--- config.mk ---
export PLATFORM = sky130hd
export DESIGN_NAME = regfile_arbiter_flat
export DESIGN_NICKNAME = d
export VERILOG_FILES = /design/src/rtl/regfile_arbiter_if.sv /design/src/rtl/regfile_arbiter.sv /design/src/flat_wrapper.sv
export SDC_FILE = /design/constraint.sdc
export NUM_CORES = 1
export LEC_CHECK = 0
export CAP_MARGIN = 20
export CORE_MARGIN = 10
export CORE_UTILIZATION = 40
export CTS_CLUSTER_SIZE = 16
export DETAILED_ROUTE_END_ITERATION = 10
export GPL_TIMING_DRIVEN = 0
export HOLD_SLACK_MARGIN = 0.05
export PLACE_DENSITY = 0.81
export SETUP_SLACK_MARGIN = 0.05
export SLEW_MARGIN = 20
export SYNTH_ARGS = -nofsm -noshare
export SYNTH_HDL_FRONTEND = slang
export SYNTH_SLANG_ARGS = --single-unit
--- constraint.sdc ---
create_clock -name CLK -period 1.9 [get_ports CLK]
set_input_delay 0.285 -clock CLK [delete_from_list [all_inputs] [get_ports CLK]]
set_output_delay 0.285 -clock CLK [all_outputs]
set_load 0.02 [all_outputs]
--- src/rtl/regfile_arbiter_if.sv ---
// Requester-side handshake bundle for regfile_arbiter: requests, grants and read-return
// signals for both requesters A and B.
interface regfile_arbiter_if #(
  parameter int WIDTH = 4
);
  logic             req_a;
  logic             we_a;
  logic [2:0]       addr_a;
  logic [WIDTH-1:0] wdata_a;
  logic             gnt_a;
  logic [WIDTH-1:0] rdata_a;
  logic             rvalid_a;

  logic             req_b;
  logic             we_b;
  logic [2:0]       addr_b;
  logic [WIDTH-1:0] wdata_b;
  logic             gnt_b;
  logic [WIDTH-1:0] rdata_b;
  logic             rvalid_b;

  modport master (
    output req_a, we_a, addr_a, wdata_a,
    output req_b, we_b, addr_b, wdata_b,
    input  gnt_a, rdata_a, rvalid_a,
    input  gnt_b, rdata_b, rvalid_b
  );

  modport slave (
    input  req_a, we_a, addr_a, wdata_a,
    input  req_b, we_b, addr_b, wdata_b,
    output gnt_a, rdata_a, rvalid_a,
    output gnt_b, rdata_b, rvalid_b
  );
endinterface

--- src/rtl/regfile_arbiter.sv ---
// Two-requester arbiter in front of a single-write-port register file: zero-fills the
// file after reset, then grants one access per cycle with round-robin tie-breaking.
module regfile_arbiter #(
  parameter int WIDTH = 4,
  parameter int DEPTH = 8
) (
  input  logic             CLK,
  input  logic             RST,
  regfile_arbiter_if.slave bus,
  output logic             busy,
  output logic [WIDTH-1:0] rf_din,
  output logic [2:0]       rf_wa,
  output logic [2:0]       rf_ra,
  output logic             rf_wr_enable,
  input  logic [WIDTH-1:0] rf_dout
);

  localparam int       AW    = 3;
  localparam logic [AW-1:0] LAST  = AW'(DEPTH - 1);
  localparam logic     PTR_A = 1'b0;
  localparam logic     PTR_B = 1'b1;

  typedef enum logic [1:0] {
    S_RESET = 2'd0,
    S_INIT  = 2'd1,
    S_RUN   = 2'd2
  } state_t;

  state_t           state_r;
  state_t           next_state_s;
  logic [AW-1:0]    count_r;
  logic             rr_ptr_r;
  logic             gnt_a_s;
  logic             gnt_b_s;
  logic [WIDTH-1:0] rdata_a_r;
  logic [WIDTH-1:0] rdata_b_r;
  logic             rvalid_a_r;
  logic             rvalid_b_r;

  // Next-state, grant selection and register-file port steering.
  always_comb begin
    next_state_s = state_r;
    gnt_a_s      = 1'b0;
    gnt_b_s      = 1'b0;
    busy         = 1'b0;
    rf_wr_enable = 1'b0;
    rf_wa        = 3'd0;
    rf_ra        = 3'd0;
    rf_din       = {WIDTH{1'b0}};
    case (state_r)
      S_RESET: begin
        busy         = 1'b1;
        next_state_s = S_INIT;
      end
      S_INIT: begin
        busy         = 1'b1;
        rf_wr_enable = 1'b1;
        rf_wa        = count_r;
        if (count_r == LAST) begin
          next_state_s = S_RUN;
        end else begin
          next_state_s = S_INIT;
        end
      end
      S_RUN: begin
        // A wins when alone or when the pointer names A; otherwise B takes any request.
        if (bus.req_a && (!bus.req_b || (rr_ptr_r == PTR_A))) begin
          gnt_a_s = 1'b1;
        end else if (bus.req_b) begin
          gnt_b_s = 1'b1;
        end else begin
          gnt_a_s = 1'b0;
          gnt_b_s = 1'b0;
        end

        if (gnt_a_s) begin
          if (bus.we_a) begin
            rf_wr_enable = 1'b1;
            rf_wa        = bus.addr_a;
            rf_din       = bus.wdata_a;
          end else begin
            rf_ra        = bus.addr_a;
          end
        end else if (gnt_b_s) begin
          if (bus.we_b) begin
            rf_wr_enable = 1'b1;
            rf_wa        = bus.addr_b;
            rf_din       = bus.wdata_b;
          end else begin
            rf_ra        = bus.addr_b;
          end
        end else begin
          rf_wr_enable = 1'b0;
        end
      end
      default: begin
        next_state_s = S_RESET;
      end
    endcase
  end

  // State register and init sweep counter.
  always_ff @(posedge CLK or negedge RST) begin
    if (!RST) begin
      state_r <= S_RESET;
      count_r <= {AW{1'b0}};
    end else begin
      state_r <= next_state_s;
      if ((state_r == S_INIT) && (count_r != LAST)) begin
        count_r <= count_r + 3'd1;
      end else begin
        count_r <= {AW{1'b0}};
      end
    end
  end

  // Round-robin pointer: after any grant the other requester has priority.
  always_ff @(posedge CLK or negedge RST) begin
    if (!RST) begin
      rr_ptr_r <= PTR_A;
    end else if (gnt_a_s) begin
      rr_ptr_r <= PTR_B;
    end else if (gnt_b_s) begin
      rr_ptr_r <= PTR_A;
    end else begin
      rr_ptr_r <= rr_ptr_r;
    end
  end

  // Read-return registers; data holds until the next granted read of that side.
  always_ff @(posedge CLK or negedge RST) begin
    if (!RST) begin
      rdata_a_r  <= {WIDTH{1'b0}};
      rdata_b_r  <= {WIDTH{1'b0}};
      rvalid_a_r <= 1'b0;
      rvalid_b_r <= 1'b0;
    end else begin
      rvalid_a_r <= gnt_a_s && !bus.we_a;
      rvalid_b_r <= gnt_b_s && !bus.we_b;
      if (gnt_a_s && !bus.we_a) begin
        rdata_a_r <= rf_dout;
      end
      if (gnt_b_s && !bus.we_b) begin
        rdata_b_r <= rf_dout;
      end
    end
  end

  assign bus.gnt_a    = gnt_a_s;
  assign bus.gnt_b    = gnt_b_s;
  assign bus.rdata_a  = rdata_a_r;
  assign bus.rdata_b  = rdata_b_r;
  assign bus.rvalid_a = rvalid_a_r;
  assign bus.rvalid_b = rvalid_b_r;

endmodule
--- src/flat_wrapper.sv ---
// flat-port wrapper written by rule: the top's interface ports become plain ports
module regfile_arbiter_flat 
#(
  parameter int WIDTH = 4,
  parameter int DEPTH = 8
)
  (CLK, RST, busy, rf_din, rf_wa, rf_ra, rf_wr_enable, rf_dout, bus_req_a, bus_we_a, bus_addr_a, bus_wdata_a, bus_req_b, bus_we_b, bus_addr_b, bus_wdata_b, bus_gnt_a, bus_rdata_a, bus_rvalid_a, bus_gnt_b, bus_rdata_b, bus_rvalid_b);
  regfile_arbiter_if #(.WIDTH(WIDTH)) bus_i ();
  input  logic CLK;
  input  logic RST;
  output logic busy;
  output logic [WIDTH-1:0] rf_din;
  output logic [2:0] rf_wa;
  output logic [2:0] rf_ra;
  output logic rf_wr_enable;
  input  logic [WIDTH-1:0] rf_dout;
  input wire logic [$bits(bus_i.req_a)-1:0] bus_req_a;
  input wire logic [$bits(bus_i.we_a)-1:0] bus_we_a;
  input wire logic [$bits(bus_i.addr_a)-1:0] bus_addr_a;
  input wire logic [$bits(bus_i.wdata_a)-1:0] bus_wdata_a;
  input wire logic [$bits(bus_i.req_b)-1:0] bus_req_b;
  input wire logic [$bits(bus_i.we_b)-1:0] bus_we_b;
  input wire logic [$bits(bus_i.addr_b)-1:0] bus_addr_b;
  input wire logic [$bits(bus_i.wdata_b)-1:0] bus_wdata_b;
  output wire logic [$bits(bus_i.gnt_a)-1:0] bus_gnt_a;
  output wire logic [$bits(bus_i.rdata_a)-1:0] bus_rdata_a;
  output wire logic [$bits(bus_i.rvalid_a)-1:0] bus_rvalid_a;
  output wire logic [$bits(bus_i.gnt_b)-1:0] bus_gnt_b;
  output wire logic [$bits(bus_i.rdata_b)-1:0] bus_rdata_b;
  output wire logic [$bits(bus_i.rvalid_b)-1:0] bus_rvalid_b;
  assign bus_i.req_a = bus_req_a;
  assign bus_i.we_a = bus_we_a;
  assign bus_i.addr_a = bus_addr_a;
  assign bus_i.wdata_a = bus_wdata_a;
  assign bus_i.req_b = bus_req_b;
  assign bus_i.we_b = bus_we_b;
  assign bus_i.addr_b = bus_addr_b;
  assign bus_i.wdata_b = bus_wdata_b;
  assign bus_gnt_a = bus_i.gnt_a;
  assign bus_rdata_a = bus_i.rdata_a;
  assign bus_rvalid_a = bus_i.rvalid_a;
  assign bus_gnt_b = bus_i.gnt_b;
  assign bus_rdata_b = bus_i.rdata_b;
  assign bus_rvalid_b = bus_i.rvalid_b;
  regfile_arbiter #(.WIDTH(WIDTH), .DEPTH(DEPTH)) u_core (.CLK(CLK), .RST(RST), .bus(bus_i), .busy(busy), .rf_din(rf_din), .rf_wa(rf_wa), .rf_ra(rf_ra), .rf_wr_enable(rf_wr_enable), .rf_dout(rf_dout));
endmodule
* Yosys cells after proc, flatten, opt, wreduce, memory -nomap -nowiden
Cells that the tools add are included.
** Operators by class
- $add $sub $neg :: 1
- Equality and inequality tests :: 4
- Mux-type cells :: 33
- Bitwise operators :: 1
- Reductions and logical operators :: 11
** Operator list (count)
- 3-bit two-way mux :: 10
- 4-bit two-way mux :: 5
- 1-bit two-way mux :: 14
- 2-bit one-hot mux with 3 select lines :: 1
- 3-bit one-hot mux with 2 select lines :: 1
- 1-bit logical AND :: 4
- 3-bit by 1-bit adder with 3-bit output (second input constant) :: 1
- 3-bit == test (second input constant) :: 1
- 1-bit logical NOT :: 3
- 3-bit inequality test (second input constant) :: 1
- 2-bit by 1-bit == test with 1-bit output (second input constant) :: 1
- 2-bit == test (second input constant) :: 1
- 2-bit logical NOT :: 1
- 2-bit two-way mux :: 1
- 1-bit one-hot mux with 2 select lines :: 1
- 2-bit nonzero test :: 1
- 2-bit OR reduction :: 1
- 1-bit logical OR :: 1
- 1-bit inverter :: 1
** Storage, ports and cells
- Flip-flop bits (word level) :: 16
- Input bits :: 24
- Output and inout bits :: 24
- Word-level logic and storage cells :: 57

* Depth between registers and ports, before layout
- Depth in word-level cells :: 8
- Gate-level depth with buffers :: 6
- Mapped depth without buffers :: 5

* Least setup slack after synthesis
OpenSTA, ideal clock, no wires.
- Path kind :: register -> output
- Start point :: reg u_core.state_r[0]
- End point :: out rf_din[0]
- Arrival time :: 1629 ps
- Data required time :: 1615 ps
- Path slack :: -14 ps
- Stages on the path, launching flop included :: 6
- Cell sequence :: dfrtp_1 > inv_1 > ha_1 > clkbuf_1 > clkbuf_1 > a21boi_0
** Between the ends
- Cells in the longest elaborated chain, start to end :: 2
** RTL lines
- start, declared :: line regfile_arbiter.sv:29 : state_t state_r;
- start signal, assigned :: line regfile_arbiter.sv:108 : state_r <= next_state_s;
- 2-bit == test :: line regfile_arbiter.sv:50 : case (state_r)
- 4-bit two-way mux :: line regfile_arbiter.sv:50
- end, declared :: line flat_wrapper.sv:12 : output logic [WIDTH-1:0] rf_din;
No other way between the ends.

* Worst setup path in the final report
- Start point :: reg u_core.state_r[0]
- End point :: out rf_wa[1]
** Between the ends
- Cells in the longest elaborated chain, start to end :: 2
- Elaborated cells on any way between the ends :: 3
** RTL lines
- 2-bit == test / 2-bit by 1-bit == test with 1-bit output (equally long branches) :: line regfile_arbiter.sv:50
- 3-bit one-hot mux with 2 select lines (*) :: line regfile_arbiter.sv:50
- end, declared :: line flat_wrapper.sv:13 : output logic [2:0] rf_wa;
Mark *: on every way between the ends. The rest lies on a longest branch, timed or not.

==> parameters.txt <==
Parameter                              Value

Logic synthesis
  Net Count, Synth    128
  Register bit count reported by yosys    16
  Post-synthesis async set-or-reset flop share    100.0%
  Syn Inst Count    99
  Avg Inst Size Synth    10.02 µm²
  Synth top area cells    sky130_fd_sc_hd__dfrtp_1 40%, sky130_fd_sc_hd__nand3_1 7.1%, sky130_fd_sc_hd__ha_1 6.3%, sky130_fd_sc_hd__mux2_4 6.1%, sky130_fd_sc_hd__a21boi_0 5.3%
  Cell area after synthesis    between 900 and 1000 µm²
  Yosys warns    0
  Prevailing post-synth register cell    sky130_fd_sc_hd__dfrtp_1
  Area leader, netlist    sky130_fd_sc_hd__dfrtp_1
  Count of distinct cell types in the synthesized netlist    26
  Post-synthesis sequential area ratio    40.35%
  Number of enable-type register cells in the synthesized netlist    0
  Yosys top cell area share    40.35%

Detailed routing
  Wire length on met3    175 µm
  DRC violation count after routing    0
  Length of routed met2 wiring    roughly 1900 µm
  Routed Wire Length    3469 µm
  Met1 routed wirelength after detailed routing    about 1300 µm
  Highest metal layer with signal wires    met4
  Antenna viol nets, final    0
  Number of detailed-route iterations in the first pass    4
  Detail-routed via count per cell    roughly 5.5
  Number of DRC violations after detailed-routing iteration 0    42
  Via Count    1032
  Routed length per instance    18.45 µm

Clocking
  TritonCTS clock tree    built
  Total CTS buffers    3
  Clock latency at the later pin of the worst-skew pair    around 0.3 ns
  Root Driver    sky130_fd_sc_hd__clkbuf_4
  H-tree depth    1
  Register clock-pin slew on the reported worst setup and hold paths    0.09 ns
  # hold bufs at CTS    0
  Max clock buf depth    2
  Clock sink count    16

Finish
  Ratio of cells with drive above 1 in the final layout    36.88%
  Post-route insts no fill    188
  NumNets Final    190
  Fillers    181
  Layout overhead on the synthesized area    65.07%
  Footprint of the flip-flops and latches    401.6 µm²
  Number of antenna repair diodes    0
  Footprint of the multi-input gates    a little under 600 µm²

Place
  HPWL Detailed    2413 µm
  Port buffer count    between 40 and 50
  Cells after DPL    between 150 and 200
  Final estimated routing congestion in global placement    0.7944
  Pre-CTS setup slack    -0.6582 ns

Pwr
  Leakage power figure    0.0007682 µW
  Areal power density over the cells    629.4 nW/µm²
  Max IR drop VDD    0.5150 mV

STA
  Time the final worst path needs with I/O delays and setup    roughly 1.9 ns
  Share of the cycle needed by the critical path after routing    102.0%
  Final worst hold slack    0.4066 ns
  Final setup viols    3
  Rel. slew slack    52.28%
  Smallest setup slack after layout    -0.03843 ns
  Worst setup skew after layout    roughly 0.0033 ns
  Worst slew pin tran    0.7136 ns
  Hold Fails Final Rpt    0
  Highest clock frequency the design can meet    515.9 MHz
  Unrepaired setup endpoints after global routing    yes
  Final count of pins violating max slew    0

Run
  Number of maximum-capacitance constraint violations    0

GRT
  Initial antenna violation count    0
  Gr usage total    between 10% and 20%
  Global-route wire length before repair    5582 µm
  Global-route congestion overflow total    0
  Maximum number of pins on one net before global-route repair    17
  Vias in the first global route    approximately 1.1k

Critical path
  CP Max Fanout    4
  Startpoint kind of the worst setup timing path    register
  Critical R2R Launch    u_core.state_r[1]
  Required time at the endpoint of the critical path    1.62 ns
  Setup crit start    u_core.state_r[0]
  Critical path class    reg2out
  Element type at the critical path end    output pin
  CP arrival    1.65 ns

Outcome
  Status    finished, violations left
  Violated checks    setup timing

Min path
  Class of the tightest hold or removal check    in2async

Floorplan
  Cell row count    17
  Initial core utilization    43.19%
  Placeable core region    2297 µm²
  Die ar.    around 4900 µm²
  Number of top-level design ports    48
  Width of the chip    69.81 µm
  Die outline height    69.81 µm
## layout make-up
| class | count | share of cell area (%) |
|---|---|---|
| tap | 28 | 2.139 |
| timing repair buffer | 58 | 31.40 |
| buffer | 6 | 2.903 |
| inverter | 5 | 1.146 |
| sequential | 16 | 24.52 |
| multi-input combinational | 71 | 35.68 |
| clock buffer | 4 | 2.215 |
## placed cells by master, fill, tap and decap left out, drive strengths merged
cell           synthesis  layout
dlygate4sd2            0       2
o21ai                  2       2
or2                    1       1
clkdlybuf4s50          0      30
o211ai                 3       3
nand3                 14      14
mux2                   8       8
a21oi                  2       2
a31oi                  2       2
inv                    5       5
and2                   4       4
a21boi                 8       8
and4b                  1       1
clkbuf                 3       6
nand3b                 4       4
nor2b                  2       2
dfrtp                 16      16
ha                     5       5
nand2b                 1       1
nand4                  7       7
nor3                   2       2
buf                    4      30
nand2                  4       4
a21bo                  1       1
## worst max-delay path, cell delays in order, from the launching register on
cell and delay, ns:
sky130_fd_sc_hd__dfrtp_1 0.38, sky130_fd_sc_hd__inv_2 0.09, sky130_fd_sc_hd__ha_4 0.30, sky130_fd_sc_hd__buf_4 0.12, sky130_fd_sc_hd__nand3_1 0.08, sky130_fd_sc_hd__o211ai_1 0.21
sky130_fd_sc_hd__buf_4 0.18
## path summary, 6_finish.rpt
path                                          to  slack (ns)  cells past startpoint
min                          u_core.bus.rvalid_a        0.41                      1
max reg2reg                u_core.bus.rdata_b[1]        0.24                      6
min reg2reg                    u_core.count_r[0]        0.49                      1
max in group asynchronous        u_core.rr_ptr_r        1.00                      1
min in group CLK               u_core.count_r[0]        0.49                      1
max                                     rf_wa[1]       -0.04                      6
## layer usage
metal  global-route usage [%]  vias up
met1                    13.75      506
li1                         -      478
met4                    6.522        0
met3                    4.280       12
met2                    25.47       36
met5                        0        -
## Yosys cell counts (2+ instances only)
library cell,count
sky130_fd_sc_hd__mux2_2,4
sky130_fd_sc_hd__o211ai_1,3
sky130_fd_sc_hd__clkbuf_1,3
sky130_fd_sc_hd__inv_1,5
sky130_fd_sc_hd__ha_1,5
sky130_fd_sc_hd__nor2b_1,2
sky130_fd_sc_hd__a21boi_0,7
sky130_fd_sc_hd__dfrtp_1,16
sky130_fd_sc_hd__nand3_1,14
sky130_fd_sc_hd__nor3_1,2
sky130_fd_sc_hd__mux2_4,4
sky130_fd_sc_hd__nand3b_1,3
sky130_fd_sc_hd__o21ai_0,2
sky130_fd_sc_hd__nand2_1,4
sky130_fd_sc_hd__a21oi_1,2
sky130_fd_sc_hd__nand4_1,7
sky130_fd_sc_hd__and2_1,4
sky130_fd_sc_hd__buf_2,2
sky130_fd_sc_hd__a31oi_1,2
sky130_fd_sc_hd__buf_4,2
## sequential cells by signal, indices dropped and copies added (netlist names)
name / cells
u_core.count_r: 3
u_core.state_r: 2
u_core.bus.rvalid_a: 1
u_core.bus.rdata_b: 4
u_core.bus.rvalid_b: 1
u_core.rr_ptr_r: 1
u_core.bus.rdata_a: 4
## per-stage QoR
step                      setup TNS, ns  cell area (µm²)  utilization (%)  total power (µW)
after floorplan                -0.07167            992.2                -             590.3
after global placement           -6.765             1488            64.76             784.5
after detailed placement         -7.230             1488            64.76             793.2
after CTS                             0             1609            70.04              1025
after global routing            -0.3417             1638            71.30              1079
final                          -0.06277             1638            71.30              1031
## logic make-up after synthesis
family,count (synthesis),synth area share (%)
adders and majority gates,5,6.305
AOI/OAI and AO/OA,18,12.99
and+or+nand+nor,40,24.21
muxes,8,10.59
DFF,16,40.35
buffers and inverters,12,5.548
## power breakdown
part	switching, µW	internal (µW)	leakage [µW]
Combinational	183	213	0.000552
Clock	110	117	0.0000210
Sequential	26.0	381	0.000195
Total	320	711	0.000768
## what timing repair did
| item | CTS | global route |
|---|---|---|
| endpoints found under the setup margin | 14 | 13 |
| resized for setup | 90 | 16 |
| buffers inserted | 9 | 2 |
| cloned | 1 | 0 |
| pin swaps | 6 | 5 |
Power figures use the tool's default switching activity.
